### config.mk
export PLATFORM = sky130hd
export DESIGN_NAME = id_issue_ctrl
export DESIGN_NICKNAME = d
export VERILOG_FILES = /design/src/rtl/id_issue_ctrl_pkg.sv /design/src/rtl/id_issue_ctrl_md_counter.sv /design/src/rtl/id_issue_ctrl.sv
export SDC_FILE = /design/constraint.sdc
export NUM_CORES = 1
export LEC_CHECK = 0
export ABC_CLOCK_PERIOD_IN_PS = 2600
export BUFFER_PORTS_ARGS = -buffer_cell sky130_fd_sc_hd__buf_2
export CORE_ASPECT_RATIO = 0.6
export CORE_MARGIN = 3
export CORE_UTILIZATION = 40
export DETAILED_ROUTE_END_ITERATION = 16
export PLACE_DENSITY = 0.68
export SLEW_MARGIN = 10
export SYNTH_ARGS = -nofsm -noshare
export SYNTH_HDL_FRONTEND = slang
export SYNTH_SLANG_ARGS = --single-unit
### constraint.sdc
create_clock -name clk -period 2.6 [get_ports clk]
set_input_delay 0.39 -clock clk [delete_from_list [all_inputs] [get_ports clk]]
set_output_delay 0.39 -clock clk [all_outputs]
set_load 0.005 [all_outputs]
### src/rtl/id_issue_ctrl_pkg.sv
// Shared pipeline definitions for the decode-stage issue controller:
// forward-select encodings, pipeline shadow tags and muldiv latency defaults.
package cpu_defs;

  localparam int REG_W = 5;

  localparam logic [1:0] FWD_RF  = 2'b00;
  localparam logic [1:0] FWD_EX  = 2'b01;
  localparam logic [1:0] FWD_MEM = 2'b10;

  localparam int MUL_CYCLES_DEF = 4;
  localparam int DIV_CYCLES_DEF = 32;

  typedef struct packed {
    logic             v;
    logic [REG_W-1:0] wreg;
    logic             we;
    logic             ld;
  } tag_t;

  // Register $0 is hardwired, so it never produces a hazard or a forward.
  function automatic logic tag_match(input tag_t t, input logic [REG_W-1:0] src);
    return t.v & t.we & (t.wreg == src) & (src != '0);
  endfunction

endpackage

### src/rtl/id_issue_ctrl_md_counter.sv
// Busy counter for the multi-cycle HI/LO multiply/divide unit.
module md_counter #(
  parameter int unsigned MUL_CYCLES = 4,
  parameter int unsigned DIV_CYCLES = 32,
  parameter int unsigned CNT_W      = 6
) (
  input  logic clk,
  input  logic rst,
  input  logic load,
  input  logic is_div,
  output logic busy
);

  localparam logic [CNT_W-1:0] MUL_V = CNT_W'(MUL_CYCLES);
  localparam logic [CNT_W-1:0] DIV_V = CNT_W'(DIV_CYCLES);

  logic [CNT_W-1:0] md_cnt;

  always_ff @(posedge clk) begin
    if (rst) begin
      md_cnt <= '0;
    end else if (load) begin
      md_cnt <= is_div ? DIV_V : MUL_V;
    end else if (md_cnt != '0) begin
      md_cnt <= md_cnt - CNT_W'(1);
    end
  end

  assign busy = (md_cnt != '0);

endmodule

### src/rtl/id_issue_ctrl.sv
// Decode-stage issue/hazard controller: load-use and HI/LO stalls, flush,
// operand forwarding selects and EX/MEM shadow tags.
module id_issue_ctrl
  import cpu_defs::*;
#(
  parameter int unsigned MUL_CYCLES = MUL_CYCLES_DEF,
  parameter int unsigned DIV_CYCLES = DIV_CYCLES_DEF,
  parameter int unsigned CNT_W      = 6
) (
  input  logic             clk,
  input  logic             rst,
  input  logic             id_valid,
  input  logic [REG_W-1:0] rs,
  input  logic [REG_W-1:0] rt,
  input  logic             use_rs,
  input  logic             use_rt,
  input  logic [REG_W-1:0] wreg,
  input  logic             reg_write,
  input  logic             is_load,
  input  logic             md_start,
  input  logic             md_is_div,
  input  logic             hilo_read,
  input  logic             flush,
  output logic             issue,
  output logic             stall,
  output logic [1:0]       fwd_a,
  output logic [1:0]       fwd_b,
  output logic             md_busy
);

  // Handshake: id_valid offers an instruction; it is taken in the cycle that
  // issue=1. stall=1 holds it in ID; flush=1 discards it without a stall.
  tag_t ex_tag;
  tag_t mem_tag;
  logic load_use;
  logic md_hazard;

  function automatic logic [1:0] fwd_sel(input logic use_src, input logic [REG_W-1:0] src,
                                         input tag_t ex_t, input tag_t mem_t);
    if (use_src && tag_match(ex_t, src) && !ex_t.ld) begin
      return FWD_EX;
    end else if (use_src && tag_match(mem_t, src)) begin
      return FWD_MEM;
    end else begin
      return FWD_RF;
    end
  endfunction

  always_comb begin
    load_use  = id_valid &
                ((use_rs & tag_match(ex_tag, rs) & ex_tag.ld) |
                 (use_rt & tag_match(ex_tag, rt) & ex_tag.ld));
    md_hazard = id_valid & (md_start | hilo_read) & md_busy;
  end

  assign stall = ~flush & (load_use | md_hazard);
  assign issue = id_valid & ~flush & ~stall;
  assign fwd_a = fwd_sel(use_rs, rs, ex_tag, mem_tag);
  assign fwd_b = fwd_sel(use_rt, rt, ex_tag, mem_tag);

  // EX never stalls, so MEM always takes what EX held; non-issue injects a bubble.
  always_ff @(posedge clk) begin
    if (rst) begin
      ex_tag  <= '0;
      mem_tag <= '0;
    end else begin
      mem_tag <= ex_tag;
      if (issue) begin
        ex_tag <= '{v: 1'b1, wreg: wreg, we: reg_write, ld: is_load};
      end else begin
        ex_tag <= '0;
      end
    end
  end

  md_counter #(
    .MUL_CYCLES (MUL_CYCLES),
    .DIV_CYCLES (DIV_CYCLES),
    .CNT_W      (CNT_W)
  ) u_md_counter (
    .clk    (clk),
    .rst    (rst),
    .load   (issue & md_start),
    .is_div (md_is_div),
    .busy   (md_busy)
  );

endmodule

==> impl_metrics.csv <==
group,metric,value,unit
outcome,status,"completed",
clock_tree,clk_pin_slew,0.08,ns
clock_tree,clk_path_buf_depth,2,
logic_synthesis,ys_types,30,
timing,setup_ws,0.201,ns
global_routing,antenna_found_initial,0,
route,routed_wirelength,2510,µm
logic_synthesis,synth_seq_cells,21,
global_routing,grt_max_degree,24,
placement,portBuffers,32,
setup_path,critPathTopFamily,"compound AO/OA/AOI/OAI gates",
logic_synthesis,synthesis.area,0.00112,mm²
die,die_w,74.2,µm
route,postRouteAntennaNets,0,
timing,clock_skew,0.00605,ns
clock_tree,postCtsHoldBufs,0,
setup_path,critPathMaxStageDelay,0.42,ns
setup_path,required,2.21,ns
setup_path,cpMaxStageDelayCell,"dfxtp_1",
pwr,total_power,1.03,mW
die,dieArea,0.00348,mm²
pwr,p_leak,0.540,nW
timing,slew_headroom,69.0,%
clock_tree,cts_setup_buffers,0,
timing,worst_pin_slew,0.464,ns
pwr,ir_drop,0.000395,V
clock_tree,cts-buffers-inserted,3,
route,drtIter0Drc,29,
setup_path,critPathLaunchType,"flop",
hold_path,hp-class,"in -> reg",
layout,diodes,0,
clock_tree,postCtsResizedCells,0,
logic_synthesis,ys_warn_count,0,
die,io_pins,33,
global_routing,use_met1,23.4,%
global_routing,grt.busiest_layer,"met1",
timing,hold_ws,0.348,ns
timing,hold_viol_final,0,
route,first_pass_iters,4,
timing,setup_viol,0,
timing,period_needed,2.40,ns
logic_synthesis,synth_area_leaders,"dfxtp_1, xnor2_1, nor4b_2",
logic_synthesis,avgSynthCellArea,9.70,µm²
global_routing,track_usage,16.0,%
setup_path,path_buf_inv,1,
route,wl_per_cell,13.9,µm
die,core_area,0.00257,mm²
logic_synthesis,synth.top_cells.by_count,"dfxtp_1, xnor2_1, nor2b_1, xor2_1, nor2_1",
layout,fill_cells,242,
pwr,p_per_area,756,mW/mm²
layout,drive_above_1_share,34.2,%
setup_path,crit_fanout,14,
placement,place.gp.congestion,0.825,
clock_tree,cts_tree,"built",
clock_tree,cts-root-buf,"clkbuf_8",
die,start_util,43.3,%
setup_path,cp-end-kind,"output pin",
global_routing,grt_first_pass_wirelength,4140,µm
setup_path,crit_chain,"xnor2_1 -> nand4_1 -> or3_4 -> a21boi_4 -> o21a_1 -> buf_2",
placement,dp_worst_setup_slack,0.340,ns
global_routing,grt_use_met2,23.2,%
die,fp.dieH,46.9,µm
route,avgViaCountPerCell,5.19,
timing,fmax,417,MHz
logic_synthesis,yosysSeqAreaShare,37.7,%
timing,rsz0062_at_grt,"no",
logic_synthesis,yosysTopAreaCellShare,37.7,%
route,drc,0,
clock_tree,htree_levels,1,
setup_path,path_class,"reg -> out",
setup_path,reg2reg_from,"u_md_counter.md_cnt[0]",
global_routing,met3_usage,4.49,%
clock_tree,clock_latency,0.26,ns
logic_synthesis,syn_inst,115,
setup_path,critPathArrivalTime,2.01,ns
job,maxCapViolCount,0,
logic_synthesis,async_reset_ff_share,0,%
logic_synthesis,synth.largest_area_cell,"dfxtp_1",
layout,nNetsFinal,177,
hold_path,hold_start,"md_is_div",
layout,final_cells,181,
setup_path,setup.worst_path.start,"ex_tag[5]",
timing,slew_violations,0,
die,num_rows,14,
logic_synthesis,synthesis.nets,142,
placement,dp_cells,177,
timing,fin_tns_setup,0,ns
clock_tree,clock_sinks,21,
layout,syn_to_final_growth,21.7,%
route,dr_total_vias,939,
timing,min_period_over_period,92.3,%
global_routing,overflow,0,
logic_synthesis,synth-main-ff-cell,"dfxtp_1",
global_routing,grt_pass1_vias,904,
logic_synthesis,synth_edf_count,0,
logic_synthesis,post-synth-top-count-cell,"dfxtp_1",
placement,dp_hpwl,2040,µm
==> where the power goes <==
group | switching, mW | internal, mW
Combinational | 0.206 | 0.191
Sequential | 0.0447 | 0.372
Clock | 0.106 | 0.108
==> area by class of cell <==
| type | instances | area, µm² | share of cell area [%] |
|---|---|---|---|
| well taps | 32 | 40.0 | 2.95 |
| clock inverters | 1 | 7.51 | 0.552 |
| multi-input cells | 86 | 663 | 48.8 |
| flip-flops and latches | 21 | 420 | 30.9 |
| clock buffers | 3 | 41.3 | 3.04 |
| repair buffers | 33 | 168 | 12.3 |
| inverters | 5 | 18.8 | 1.38 |
==> per-stage QoR <==
step / util (%) / cell area, µm²
floorplan: - / 1120
detailed placement: 50.7 / 1310
CTS: 52.6 / 1350
finish: 52.8 / 1360
global placement: 50.7 / 1310
global route: 52.8 / 1360
==> cells by family after synthesis <==
family                   after synthesis  share of synthesized area (%)
AO/OA/AOI/OAI                         12                           9.19
flip-flops                            21                           37.7
adder cells (fa/ha/maj)                1                           1.12
AND/OR/NAND/NOR                       50                           30.5
buffers and inverters                  8                           3.36
multiplexers                           1                          0.897
XOR/XNOR                              22                           17.3
==> state kept, by name, indices dropped and copies added (netlist names) <==
| signal | cells |
|---|---|
| ex_tag | 8 |
| mem_tag | 7 |
| u_md_counter.md_cnt | 6 |
==> placed cells by master, fill, tap and decap left out <==
cell	count
nand2_2	1
buf_2	32
inv_1	5
nand3_1	4
xor2_1	8
or2_2	1
nor4b_1	2
or4_1	2
clkbuf_8	3
nor3_1	4
nand4_1	5
mux2i_1	1
dfxtp_1	21
nand4b_1	1
nor2b_1	8
nand2_1	3
or3_4	2
a21oi_1	2
clkinvlp_4	1
nor4_1	2
o21a_1	3
o41ai_1	2
buf_4	1
ha_1	1
nor4b_2	5
or3_1	2
a211oi_1	1
nor3_2	1
o21ai_2	3
nor2_1	7
a21boi_4	1
xnor2_1	14
==> routing by layer <==
layer	wire [µm]	part of all wire, %
met5	0	0
met4	33	1.3
met3	217	8.6
met2	1040	41
met1	1220	49
==> worst paths after layout <==
check / end / slack [ns] / depth (start not counted)
worst max-delay path: stall / 0.20 / 6
worst min-delay path: u_md_counter.md_cnt[2] / 0.35 / 2
worst max register to register: ex_tag[2] / 0.77 / 8
worst min register to register: u_md_counter.md_cnt[3] / 0.48 / 2
(Power assumes the default switching activity.)
